**config.mk**
```make
export PLATFORM = sky130hd
export DESIGN_NAME = seq_cpu
export DESIGN_NICKNAME = d
export VERILOG_FILES = /design/src/rtl/seq_cpu_pkg.sv /design/src/rtl/seq_cpu.sv
export SDC_FILE = /design/constraint.sdc
export NUM_CORES = 1
export LEC_CHECK = 0
export ABC_AREA = 1
export BUFFER_PORTS_ARGS = -buffer_cell sky130_fd_sc_hd__buf_2
export CORE_MARGIN = 2
export CORE_UTILIZATION = 30
export DETAILED_ROUTE_END_ITERATION = 16
export GPL_ROUTABILITY_DRIVEN = 0
export SLEW_MARGIN = 20
export SYNTH_ARGS = -nofsm -noshare
export SYNTH_HDL_FRONTEND = slang
export SYNTH_SLANG_ARGS = --single-unit
```
**constraint.sdc**
```tcl
create_clock -name clk -period 3.65 [get_ports clk]
set_clock_uncertainty 0.1 [all_clocks]
set_input_delay 0.1825 -clock clk [delete_from_list [all_inputs] [get_ports clk]]
set_output_delay 0.1825 -clock clk [all_outputs]
set_load 0.05 [all_outputs]
```
**src/rtl/seq_cpu_pkg.sv**
```systemverilog
// Shared word width, opcode encodings and ALU helper for the byte-coded sequential CPU.
package seq_cpu_pkg;

    localparam int BITNESS = 16;
    typedef logic [BITNESS-1:0] word_t;

    // High-nibble opcode groups
    localparam logic [3:0] OPH_LDL  = 4'h0;
    localparam logic [3:0] OPH_LDH  = 4'h1;
    localparam logic [3:0] OPH_SETP = 4'h2;
    localparam logic [3:0] OPH_CLRP = 4'h3;
    localparam logic [3:0] OPH_OUT  = 4'h4;
    localparam logic [3:0] OPH_SKP  = 4'h6;
    localparam logic [3:0] OPH_ALU  = 4'h7;
    localparam logic [3:0] OPH_JMP  = 4'h8;
    localparam logic [3:0] OPH_HALT = 4'hF;

    // Full-byte opcodes
    localparam logic [7:0] OP_OUT   = 8'h40;
    localparam logic [7:0] OP_MOV   = 8'h70;
    localparam logic [7:0] OP_JMP   = 8'h80;
    localparam logic [7:0] OP_JZ    = 8'h81;
    localparam logic [7:0] OP_JNZ   = 8'h82;
    localparam logic [7:0] OP_HALT  = 8'hFF;

    // pin_out bit roles
    localparam int PIN_STB  = 0;
    localparam int PIN_HALT = 1;

    function automatic logic [7:0] alu_op(input logic [2:0] f,
                                          input logic [7:0] a,
                                          input logic [7:0] b);
        case (f)
            3'd1:    alu_op = a + b;
            3'd2:    alu_op = a - b;
            3'd3:    alu_op = a & b;
            3'd4:    alu_op = a | b;
            3'd5:    alu_op = a ^ b;
            3'd6:    alu_op = a + 8'd1;
            3'd7:    alu_op = a - 8'd1;
            default: alu_op = a;
        endcase
    endfunction

endpackage

```
**src/rtl/seq_cpu.sv**
```systemverilog
// Single-cycle CPU: executes the byte at pc each clock; registered pin_out carries strobe, halt, char and GPIO.
module seq_cpu #(
    parameter int BITNESS = seq_cpu_pkg::BITNESS
) (
    input  logic               clk,
    input  logic               rst,
    output logic [BITNESS-1:0] m_addr,
    input  logic [7:0]         m_read,
    input  logic               pin_in  [BITNESS],
    output logic               pin_out [BITNESS],
    output logic [BITNESS-1:0] pc
);
    import seq_cpu_pkg::*;

    logic [BITNESS-1:0] pc_q, pc_d;
    logic [BITNESS-1:0] pout_q, pout_d;
    logic [BITNESS-1:0] pin_vec;
    logic [7:0]         a_q, a_d, b_q, b_d;
    logic               z_q, z_d;
    logic [3:0]         n;
    logic               n_ok, pin_bit;

    always_comb begin
        for (int i = 0; i < BITNESS; i++) begin
            pin_vec[i] = pin_in[i];
            pin_out[i] = pout_q[i];
        end
    end

    assign m_addr  = pc_q;
    assign pc      = pc_q;
    assign n       = m_read[3:0];
    // Pin numbers 0..15 are encodable, but only those below BITNESS exist.
    assign n_ok    = ({28'd0, n} < 32'(BITNESS));
    assign pin_bit = n_ok ? pin_vec[n] : 1'b0;

    always_comb begin
        pc_d   = pc_q;
        a_d    = a_q;
        b_d    = b_q;
        z_d    = z_q;
        pout_d = pout_q;
        // The strobe is a one-cycle pulse, also forced low while halted.
        pout_d[PIN_STB] = 1'b0;
        if (!pout_q[PIN_HALT]) begin
            pc_d = pc_q + BITNESS'(1);
            case (m_read[7:4])
                OPH_LDL:  a_d[3:0] = n;
                OPH_LDH:  a_d[7:4] = n;
                OPH_SETP: if (n_ok) pout_d[n] = 1'b1;
                OPH_CLRP: if (n_ok) pout_d[n] = 1'b0;
                OPH_OUT: begin
                    if (m_read == OP_OUT) begin
                        pout_d[9:2]     = a_q;
                        pout_d[PIN_STB] = 1'b1;
                    end
                end
                OPH_SKP:  if (!pin_bit) pc_d = pc_q + BITNESS'(2);
                OPH_ALU: begin
                    if (m_read == OP_MOV) begin
                        b_d = a_q;
                    end else if (!n[3]) begin
                        a_d = alu_op(n[2:0], a_q, b_q);
                        z_d = (a_d == 8'd0);
                    end
                end
                OPH_JMP: begin
                    if ((m_read == OP_JMP) || (m_read == OP_JZ && z_q) ||
                        (m_read == OP_JNZ && !z_q))
                        pc_d = BITNESS'(a_q);
                end
                OPH_HALT: if (m_read == OP_HALT) pout_d[PIN_HALT] = 1'b1;
                default: ;
            endcase
        end
    end

    always_ff @(posedge clk or posedge rst) begin
        if (rst) begin
            pc_q   <= '0;
            a_q    <= '0;
            b_q    <= '0;
            z_q    <= 1'b0;
            pout_q <= '0;
        end else begin
            pc_q   <= pc_d;
            a_q    <= a_d;
            b_q    <= b_d;
            z_q    <= z_d;
            pout_q <= pout_d;
        end
    end
endmodule

```
; Word level (Yosys, flattened, before mapping)
; Index checks and enable logic that the tools add are counted.
[word_totals]
register_bits = 49
word_cells = 91
in_bits = 26
[op_classes]
reduce_logical = 18
n_eq_ne = 24
n_mux = 24
order_cmp = 2
add_sub_neg = 6
n_bitwise = 9
[ops]
columns = op, count
row1 = two-way mux 8 bit, 7
row2 = one-hot mux 8 bit (7 select lines), 1
row3 = equality test 8 bit (second input constant), 4
row4 = two-way mux 16 bit, 2
row5 = one-hot mux 16 bit (2 select lines), 1
row6 = one-hot mux 8 bit (3 select lines), 1
row7 = adder 16 x 1 -> 16 bit (second input constant), 1
row8 = adder 16 x 2 -> 16 bit (second input constant), 1
row9 = bitwise AND 16 bit, 1
row10 = equality test 8 x 7 -> 1 bit (second input constant), 2
row11 = NOT 16 bit, 1
row12 = bitwise OR 16 bit, 1
row13 = one-hot mux 4 bit (2 select lines), 2
row14 = equality test 3 bit (second input constant), 4
row15 = equality test 4 x 3 -> 1 bit (second input constant), 3
row16 = one-hot mux 6 bit (2 select lines), 1
row17 = AND reduction 4 bit, 3
row18 = adder 8 x 1 -> 8 bit (second input constant), 1
row19 = adder 8 bit, 1
row20 = bitwise AND 8 bit, 1
row21 = equality test 4 x 2 -> 1 bit (second input constant), 2
row22 = equality test 4 bit (second input constant), 2
row23 = logical NOT 8 bit, 1
row24 = bitwise OR 8 bit, 1
row25 = other kinds (23), 38

; Longest topological paths before layout
; Gate-level depths: netlist of the first run.
[logic_depth]
ltp_word = 9
depth_mapped = 20

; Worst setup path after synthesis of the first run
; No wires, ideal clock.
[synth_path]
kind = reg2reg
startpoint = register b_q[0]
endpoint = register a_q[6]
period_less_slack_ps = 2557
setup_slack_ps = 1093
n_path_buf = 0
arrival_ps = 2373
t_required_ps = 3466
setup_time_ps = 84
stages_incl_launch_ff = 18
path_cell_list = dfrtp_1 -> inv_1 -> ha_1 -> inv_1 -> nor2_1 -> nand2_1 -> xor2_1 -> nand2_1 -> nand2_1 -> ha_1 -> nand2_1 -> or2_2 -> nand3_1 -> or2_2 -> nand3_1 -> a22oi_1 -> nand2_1 -> a21boi_0
[synth_between]
elab_chain_cells = 9
word_cells_on_any_way = 10
cone_classes = add/sub (2) / mux (8)
[synth_lines]
columns = item, line_no
row1 = "start, declared", seq_cpu.sv:18  ; logic [7:0] a_q, a_d, b_q, b_d;
row2 = "start signal, assigned", seq_cpu.sv:82  ; b_q <= '0;
row3 = "start signal, assigned", seq_cpu.sv:88  ; b_q <= b_d;
row4 = subtractor 8 bit or adder 8 bit (tied branches), "seq_cpu_pkg.sv:35, seq_cpu_pkg.sv:34"
row5 = one-hot mux 8 bit (7 select lines) (*), seq_cpu_pkg.sv:33  ; case (f)
row6 = two-way mux 8 bit (*), seq_cpu.sv:62  ; end else if (!n[3]) begin
row7 = two-way mux 8 bit (*), seq_cpu.sv:60  ; if (m_read == OP_MOV) begin
row8 = two-way mux 8 bit (*), seq_cpu.sv:47  ; case (m_read[7:4])
row9 = two-way mux 8 bit (*), seq_cpu.sv:45  ; if (!pout_q[PIN_HALT]) begin
row10 = two-way mux 8 bit (*), seq_cpu.sv:62
row11 = two-way mux 8 bit (*), seq_cpu.sv:60
row12 = one-hot mux 4 bit (2 select lines) (*), seq_cpu.sv:47
row13 = "end signal, assigned", seq_cpu.sv:81  ; a_q <= '0;
row14 = "end signal, assigned", seq_cpu.sv:87  ; a_q <= a_d;
row15 = "end, declared", seq_cpu.sv:18
; Every way passes the cells marked *; elsewhere a longest branch is shown, timed or not. The select of a mux whose other input is x is not followed.
; A chain may end at the register's enable or synchronous reset.

; Worst setup path after layout of the first run
; Ends and elaborated chain as after synthesis.

==> results.cfg, run 1 <==
[synthesis]
yosysTopAreaCellShare_pct = 27.9
synth.yosys.seq_area_share_pct = 27.9
syn_inst = 650
ys_warn_count = 0
syn_avg_cell_area_sq_um = 6.77
synth_edf_count = 0
synth_area_leaders = dfrtp_1 (28%), nand2_1 (11%), nor2_1 (7.5%)
synth_seq_cells = 49
ys_async_sr_fraction_pct = 100
synth_top_area_cell = dfrtp_1
syn_nets = 703
ys.flop_type = dfrtp_1
netlist_area_sq_um = 4400
ys_types = 40

[cts]
cts-buffers-inserted = 5
clk_path_buf_depth = 2
cts.sinks = 49
clk_latency_ns = 0.31
clk_pin_slew_ns = 0.08
h-tree-depth = 2
cts_root_buffer = clkbuf_16
cts_tree = built

[worst_setup_path]
crit_top_cell = nand2_1
cp.required_ns = 3.77
cp_max_fo = 5
cp-end-kind = flop
crit_family = simple AND/OR/NAND/NOR gates
cpPeakStageDelay_ns = 0.43
slowest_stage = dfrtp_1
worstSetupPathType = reg2reg
arrival_ns = 3.06
rr_startpoint = b_q[0]
r2r_cells = 17
start_kind = flop
crit_start = b_q[0]
cp_cell_sequence = inv_1 -> ha_1 -> inv_1 -> nor2_1 -> nand2_1 -> xor2_1 -> nand2_1 -> nand2_1 -> ha_1 -> nand2_1 -> or2_2 -> nand3_1 -> or2_2 -> nand3_1 -> a22oi_1 -> nand2_1 -> a21boi_0
worst-path-buf-inv = 2
crit_cells = 17

[worst_hold_path]
hold_class = in2reg
min_path_cells = 3
min-delay-start = m_read[6]

[job]
drv_cap = 0

[floorplanning]
die_h_um = 125
rows = 44
ios = 74
die_area_sq_um = 15600
die_w_um = 125
start_util_pct = 30.5
core-area_sq_um = 14400

[timing]
rsz0062_at_grt = false
fmax_mhz = 340
finalHoldViolations = 0
min_period_over_period_pct = 80.6
tns_ns = 0
tightest_slew_ns = 0.705
setup_viol = 0
min_period_ns = 2.94
relSlewSlack_pct = 52.9
slew_viol_final = 0

[global_routing]
overflow = 0
antenna_found_initial = 0
grt_max_degree = 30
grt_pass1_wl_mm = 21.6
globalRouteTotalUtil_pct = 17.0
grt_pass1_vias = 4050

[final_layout]
postLayoutCoreUtil_pct = 34.6
area.growth.synth_to_final_pct = 13.4
nets = 760
nFillCells = 1571
diodes = 0
layout-drive-gt1-share_pct = 15.1

[place]
port_buffers = 73
hpwl_mm = 10.2

[route]
avgViaCountPerCell = 4.96
drt_first_iter_violations = 380
routed_wirelength_mm = 13.4
drc_errors = 0
wl_per_cell_um = 15.0
dr.pass1.iters = 6
dr_total_vias = 4420
drtAntennaViolNets = 0

[run_status]
outcome = finished, final reports clean

[pwr]
power.density_nw_per_um2 = 727
ir_drop_uv = 351
leakagePower_nw = 2.40
## cell type report
cell class | instances | area (sq um) | share of cell area (%)
multi-input combinational | 491 | 2680 | 53.7
sequential | 49 | 1230 | 24.6
timing repair buffer | 76 | 390 | 7.83
inverter | 84 | 315 | 6.32
tap | 184 | 230 | 4.62
clock buffer | 5 | 125 | 2.51
clock inverter | 3 | 21.3 | 0.426
## path summary, 6_finish.rpt
| check | to | slack [ns] |
|---|---|---|
| worst min register to register | flop | 0.39 |
| min in group asynchronous | asynchronous set/reset pin | 0.33 |
| worst max register to register | a_q[6] | 0.71 |
| worst min-delay path | pout_q[1] | 0.07 |
| max in group asynchronous | b_q[4] | 2.33 |
| worst max-delay path | a_q[6] | 0.71 |
## tightest hold or removal path, cell delays in order
cell and delay, ns:
buf_2 0.11, nand3_1 0.08, o31ai_1 0.06
## what timing repair did
action | 4_1_cts | 5_1_grt
hold buffers | 1 | 0
buffers inserted | 0 | 0
endpoints found under the hold margin | 20 | 0
gates resized for setup | 0 | 0
## layout by cell type, fill, tap and decap left out, drive strengths merged
| cell | synthesis | final |
|---|---|---|
| nand2 | 133 | 133 |
| nor2 | 94 | 94 |
| inv | 82 | 83 |
| buf | 22 | 75 |
| o21ai | 53 | 53 |
| dfrtp | 49 | 49 |
| nand3 | 41 | 41 |
| a21oi | 34 | 34 |
| ha | 26 | 26 |
| xor2 | 22 | 22 |
| a31oi | 16 | 16 |
| nor3 | 16 | 16 |
| a22oi | 12 | 12 |
| o22ai | 7 | 7 |
| nand4 | 7 | 7 |
| o211ai | 6 | 6 |
| xnor2 | 6 | 6 |
| clkbuf | 4 | 5 |
| a221oi | 4 | 4 |
| or2 | 4 | 4 |
| clkinv | 2 | 3 |
| nand3b | 2 | 2 |
| o21ba | 2 | 2 |
| a21o | 1 | 1 |
| a21boi | 1 | 1 |
| o31ai | 1 | 1 |
| mux2i | 1 | 1 |
| nor4 | 1 | 1 |
| fa | 1 | 1 |
| clkinvlp | 0 | 1 |
| dlygate4sd3 | 0 | 1 |
## metal layers
metal	track usage, %	vias up	wire (um)
met5	0	-	0
met4	4.51	0	223
met3	3.38	19	677
met2	27.3	117	6180
met1	23.5	2016	6340
li1	-	2268	-
## per-stage QoR
step	std cells	hold WS (ns)	power, mW	instance area, sq um	setup WS [ns]
3_5_place_dp	883	0.134	3.13	4830	0.622
5_1_grt	892	0.0740	3.89	4990	0.371
4_1_cts	892	0.0709	3.64	4990	0.741
3_3_place_gp	883	0.128	3.12	4830	0.685
2_1_floorplan	650	0.241	2.72	4400	1.09
6_report	892	0.0739	3.62	4990	0.707
## kinds of logic after synthesis
group                    after synthesis  synth area share [%]
adder cells (fa/ha/maj)               27                  7.85
AND/OR/NAND/NOR                      298                  29.0
flip-flops                            49                  27.9
AO/OA/AOI/OAI                        137                  18.3
multiplexers                           1                 0.228
buffers and inverters                110                  11.2
XOR/XNOR                              28                  5.58
## synth_stat cells (2+ instances only)
cell type,number
a21oi_1,33
a221oi_1,4
a22oi_1,12
a31oi_1,16
buf_2,4
buf_4,16
buf_6,2
clkbuf_1,4
clkinv_1,2
dfrtp_1,49
ha_1,26
inv_1,79
inv_2,3
nand2_1,130
nand2_2,3
nand3_1,41
nand3b_1,2
nand4_1,7
nor2_1,88
nor2_2,4
nor2_4,2
nor3_1,13
nor3_2,3
o211ai_1,6
o21ai_0,41
o21ai_1,10
o21ai_2,2
o22ai_1,7
or2_2,4
xnor2_1,6
xor2_1,22
## report_power, final
group          switching, mW  internal, mW  leakage [nW]
Clock                  0.239         0.256        0.0702
Combinational           1.54         0.600          1.75
Sequential             0.281         0.703         0.582
Power figures use the tool's default switching activity.
==> run 2: changes to the inputs <==
--- a/config.mk
+++ b/config.mk
@@ -5,7 +5,7 @@
 export SDC_FILE = /design/constraint.sdc
 export NUM_CORES = 1
 export LEC_CHECK = 0
-export ABC_AREA = 1
+export ABC_AREA = 0
 export BUFFER_PORTS_ARGS = -buffer_cell sky130_fd_sc_hd__buf_2
 export CORE_MARGIN = 2
 export CORE_UTILIZATION = 30
==> constraint.sdc (replaced) <==
create_clock -name clk -period 2.9 [get_ports clk]
set_clock_uncertainty 0.1 [all_clocks]
set_input_delay 0.145 -clock clk [delete_from_list [all_inputs] [get_ports clk]]
set_output_delay 0.145 -clock clk [all_outputs]
set_load 0.05 [all_outputs]
==> results.cfg, run 2 <==
[synthesis]
synth_area_leaders = dfrtp_1 (29%), ha_1 (7.6%), o21ai_0 (5.7%)
yosysMostFrequentCell = nand2_1
synth_top_area_cell = dfrtp_1
ys_types = 60
ys_async_sr_fraction_pct = 100
synth_edf_count = 0
yosysTopAreaCellShare_pct = 28.7
netlist_area_sq_um = 4270
synthTopCellsByCount = nand2_1 (52), dfrtp_1 (49), o21ai_0 (49)
synth_seq_cells = 49
syn_avg_cell_area_sq_um = 7.96
ys_warn_count = 0
synth.yosys.seq_area_share_pct = 28.7
syn_nets = 589
syn_inst = 536
ys.flop_type = dfrtp_1

[worst_setup_path]
r2r-end = a_q[6]
r2r_setup_slack_ns = -0.007
cp_max_fo = 4
r2r_cells = 14
cp-end-kind = flop
worstSetupPathType = reg2reg
arrival_ns = 3.02
rr_startpoint = b_q[1]
start_kind = flop
cp.required_ns = 3.01

[floorplanning]
core-area_sq_um = 13900
start_util_pct = 30.7
die_area_sq_um = 15200
die_w_um = 123
rows = 43
die_h_um = 123
ios = 74

[pwr]
power.density_nw_per_um2 = 763
ir_drop_uv = 297
leakagePower_nw = 2.33
p_total_mw = 4.01

[place]
hpwl_mm = 10.1
dp_slack_ns = -0.123
dp_cells = 785
port_buffers = 73

[final_layout]
area.growth.synth_to_final_pct = 23.2
final_cell_mix = buf_2 (73), nand2_1 (51), dfrtp_1 (49)
nets = 669
layout-drive-gt1-share_pct = 26.3
diodes = 0
final_cell_count_no_fill = 797
nFillCells = 1402
layout_commonest_cell = buf_2

[timing]
finalHoldViolations = 0
slew_viol_final = 0
min_period_over_period_pct = 100
tightest_slew_ns = 0.922
fmax_mhz = 344
setup_viol = 1
tns_ns = -0.00723
postLayoutSetupSlackWorst_ns = -0.00723
min_period_ns = 2.91
rsz0062_at_grt = true
relSlewSlack_pct = 38.6

[global_routing]
grt_pass1_vias = 4191
grt_util_met1_pct = 22.4
grt_pass1_wl_mm = 21.3
met2_usage_pct = 30.5
grt_busiest_layer = met2
globalRouteTotalUtil_pct = 17.7
met3_usage_pct = 3.27
grt_max_degree = 50
overflow = 0
antenna_found_initial = 0

[cts]
h-tree-depth = 2
cts-buffers-inserted = 5
clk_pin_slew_ns = 0.07
cts_tree = built
clk_path_buf_depth = 2
clk_latency_ns = 0.29
cts.sinks = 49
cts_root_buffer = clkbuf_16

[route]
drtAntennaViolNets = 0
dr.pass1.iters = 5
wl_per_cell_um = 16.7
drc_errors = 0
dr_total_vias = 4422
avgViaCountPerCell = 5.55
routed_wirelength_mm = 13.3
drt_first_iter_violations = 306

[job]
drv_cap = 0

[worst_hold_path]
hold_class = in2reg
whs_endpoint = pout_q[0]
min_path_cells = 2
min-delay-start = m_read[4]

[run_status]
outcome = finished with violations
failed_checks = negative setup slack
## run 2: cell types whose count changed after synthesis, sizes merged, moves of 9 or more
cell | previous run | this run
a22oi | 12 | 3
clkbuf | 4 | 29
inv | 82 | 24
nand2 | 133 | 52
nand3 | 41 | 15
nor2 | 94 | 40
xor2 | 22 | 2
## run 2: report_power, final
group	internal [mW]	switching, mW
combinational	0.818	1.43
clock	0.431	0.276
sequential	0.820	0.233
## run 2: metal layers
| metal | vias up | routed length (um) |
|---|---|---|
| met1 | 2123 | 5840 |
| met3 | 27 | 639 |
| met5 | - | 0 |
| li1 | 2113 | - |
| met2 | 159 | 6420 |
| met4 | 0 | 363 |
## run 2: final cells by class
cell class                      instances  area, sq um  area share (%)
Multi-Input combinational cell        413         2780            52.9
Sequential cell                        49         1230            23.3
Clock buffer                            6          139            2.64
Inverter                               24         91.3            1.74
Tap cell                              180          225            4.28
Timing Repair Buffer                  123          756            14.4
Clock inverter                          2         37.5           0.714
## run 2: timing repair
action	in CTS	in global routing
hold buffers	0	1
gates resized for setup	4	17
setup endpoints to repair	3	6
buffers inserted	2	1
pin swaps	12	17
gates cloned	0	0
hold endpoints to repair	0	44
## run 2: worst max path at each step
stage	from	cells past startpoint	slack, ns	endpoint
after floorplan	m_read[1]	15	0.01	z_q
after global placement	b_q[0]	13	-0.07	z_q
after detailed placement	b_q[0]	13	-0.12	z_q
after CTS	b_q[1]	14	-0.12	a_q[6]
after global routing	b_q[1]	14	-0.13	a_q[6]
final	b_q[1]	14	-0.007	a_q[6]
## run 2: cells by family after synthesis
group,Yosys count,share of synthesized area [%]
AND/OR/NAND/NOR,179,20.6
AO/OA/AOI/OAI,175,26.2
buffers and inverters,74,8.27
flip-flops,49,28.7
adder cells (fa/ha/maj),27,8.09
multiplexers,18,5.28
XOR/XNOR,14,2.87
## run 2: critical path, stage by stage (launching register included)
cell      delay, ns
dfrtp_1        0.42
or3_4          0.42
nor3_4         0.13
nand3_1        0.09
nand2_1        0.09
nor2_2         0.05
ha_4           0.23
o211a_4        0.24
a221oi_2       0.24
xnor2_1        0.15
o21ai_1        0.10
a22oi_2        0.22
buf_4          0.15
nand2_2        0.04
a31oi_1        0.16
## run 2: through the flow
stage,hold WS (ns),utilization (%),area (sq um)
6_report,0.0603,37.9,5260
3_3_place_gp,0.345,35.8,4970
4_1_cts,0.0563,37.3,5180
3_5_place_dp,0.368,35.8,4970
2_1_floorplan,0.262,-,4300
5_1_grt,0.0675,37.9,5260
==> run 3: changes to the inputs <==
--- a/config.mk
+++ b/config.mk
@@ -11,6 +11,7 @@
 export CORE_UTILIZATION = 30
 export DETAILED_ROUTE_END_ITERATION = 16
 export GPL_ROUTABILITY_DRIVEN = 0
+export SKIP_LAST_GASP = 1
 export SLEW_MARGIN = 20
 export SYNTH_ARGS = -nofsm -noshare
 export SYNTH_HDL_FRONTEND = slang
==> results.cfg, run 3 (synthesis gave the netlist of run 2 again) <==
[run_status]
outcome = finished with violations
failed_checks = negative setup slack

[cts]
cts.sinks = 49
cts_root_buffer = clkbuf_16
clk_latency_ns = 0.29
clk_path_buf_depth = 2
clk_pin_slew_ns = 0.07
cts-buffers-inserted = 5
cts_tree = built
h-tree-depth = 2

[route]
dr_total_vias = 4438
wl_per_cell_um = 16.7
drtAntennaViolNets = 0
drt_first_iter_violations = 298
avgViaCountPerCell = 5.57
routed_wirelength_mm = 13.3
dr.pass1.iters = 5
drc_errors = 0

[final_layout]
design_area_sq_um = 5260
layout_commonest_cell = buf_2
layout-drive-gt1-share_pct = 26.3
nFillCells = 1402
area.growth.synth_to_final_pct = 23.2
final_cell_mix = buf_2 (73), nand2_1 (51), dfrtp_1 (49)
final_cell_count_no_fill = 797
nets = 669
diodes = 0

[timing]
finalHoldViolations = 0
slew_viol_final = 0
postLayoutSetupSlackWorst_ns = -0.0183
min_period_over_period_pct = 101
fmax_mhz = 343
min_period_ns = 2.92
hold_ws_ns = 0.0634
rsz0062_at_grt = true
relSlewSlack_pct = 38.7
setup_viol = 2
tightest_slew_ns = 0.919

[global_routing]
met3_usage_pct = 3.27
grt_util_met1_pct = 22.4
grt_busiest_layer = met2
grt_max_degree = 50
met2_usage_pct = 30.5
grt_pass1_wl_mm = 21.3
overflow = 0
grt_pass1_vias = 4191
globalRouteTotalUtil_pct = 17.7
antenna_found_initial = 0

[pwr]
p_sw_share_pct = 48.4
ir_drop_uv = 297
clockPowerShare_pct = 17.6
p_switching_mw = 1.94
power.density_nw_per_um2 = 763
pwr-share-seq_pct = 26.3
p_total_mw = 4.01
combPwrFrac_pct = 56.1
leakagePower_nw = 2.33
cellInternalPower_mw = 2.07

[floorplanning]
core-area_sq_um = 13900
ios = 74
start_util_pct = 30.7
die_area_sq_um = 15200
die_h_um = 123
die_w_um = 123
rows = 43

[job]
drv_cap = 0

[worst_hold_path]
hold_class = in2reg

[worst_setup_path]
cp_max_fo = 4
cp.required_ns = 3.01
arrival_ns = 3.03
start_kind = flop
worstSetupPathType = reg2reg
cp-end-kind = flop

[place]
hpwl_mm = 10.1
dp_cells = 785
port_buffers = 73
placed_area_sq_um = 4970
## run 3: cell counts in the layout (fill, tap and decap cells not counted)
No cell type changed its count.
## run 3: final timing paths
path | from | end | cells after the start | slack [ns]
setup reg to reg | b_q[1] | a_q[6] | 15 | -0.02
max in group asynchronous | rst | asynchronous set/reset pin | 3 | 1.68
min in group asynchronous | rst | m_addr[7] | 3 | 0.46
hold reg to reg | flop | flop | 2 | 0.42
hold / removal | m_read[4] | pout_q[0] | 2 | 0.06
setup / recovery | b_q[1] | a_q[6] | 15 | -0.02
## run 3: routing by layer
metal	share of wire, %	vias to the layer above	routed length (um)
met1	44	2128	5800
met5	0	-	0
met2	48	170	6440
li1	-	2113	-
met3	5.3	27	701
met4	2.7	0	363
## run 3: per-stage QoR
step | TNS (ns) | setup slack [ns] | util (%)
after floorplan | 0 | 0.00970 | -
after global placement | -0.112 | -0.0709 | 35.8
after detailed placement | -0.227 | -0.123 | 35.8
after CTS | -0.292 | -0.117 | 37.3
after global routing | -0.357 | -0.134 | 37.9
final | -0.0186 | -0.0183 | 37.9
## run 3: worst max-delay path, cell delays in order (launching register included)
cell      delay [ns]
dfrtp_1         0.42
inv_2           0.10
ha_4            0.14
nand2_1         0.08
nor2_1          0.12
xnor2_1         0.12
o21ai_0         0.10
ha_1            0.35
a21o_1          0.20
a221oi_2        0.29
xnor2_1         0.15
o21ai_1         0.10
a22oi_2         0.22
buf_4           0.15
nand2_2         0.04
a31oi_1         0.16
## run 3: layout make-up
cell class | instances | area (sq um) | area share [%]
clock buffer | 6 | 139 | 2.64
clock inverter | 2 | 37.5 | 0.714
timing repair buffer | 123 | 756 | 14.4
tap | 180 | 225 | 4.28
multi-input combinational | 413 | 2780 | 52.9
sequential | 49 | 1230 | 23.3
inverter | 24 | 91.3 | 1.74
## run 3: power by group through the flow
stage / sequential, mW / clock (mW) / combinational, mW
global route: 1.08 / 0.747 / 2.44
global placement: 1.05 / 0 / 2.11
detailed placement: 1.06 / 0 / 2.15
CTS: 1.05 / 0.715 / 2.18
floorplan: 1.33 / 0 / 1.33
finish: 1.05 / 0.707 / 2.25
## run 3: timing repair
action,in CTS,in global routing
buffers inserted,2,1
hold buffers,0,1
gates resized for setup,4,16
pin swaps,12,17
endpoints found under the setup margin,3,6
endpoints found under the hold margin,0,44
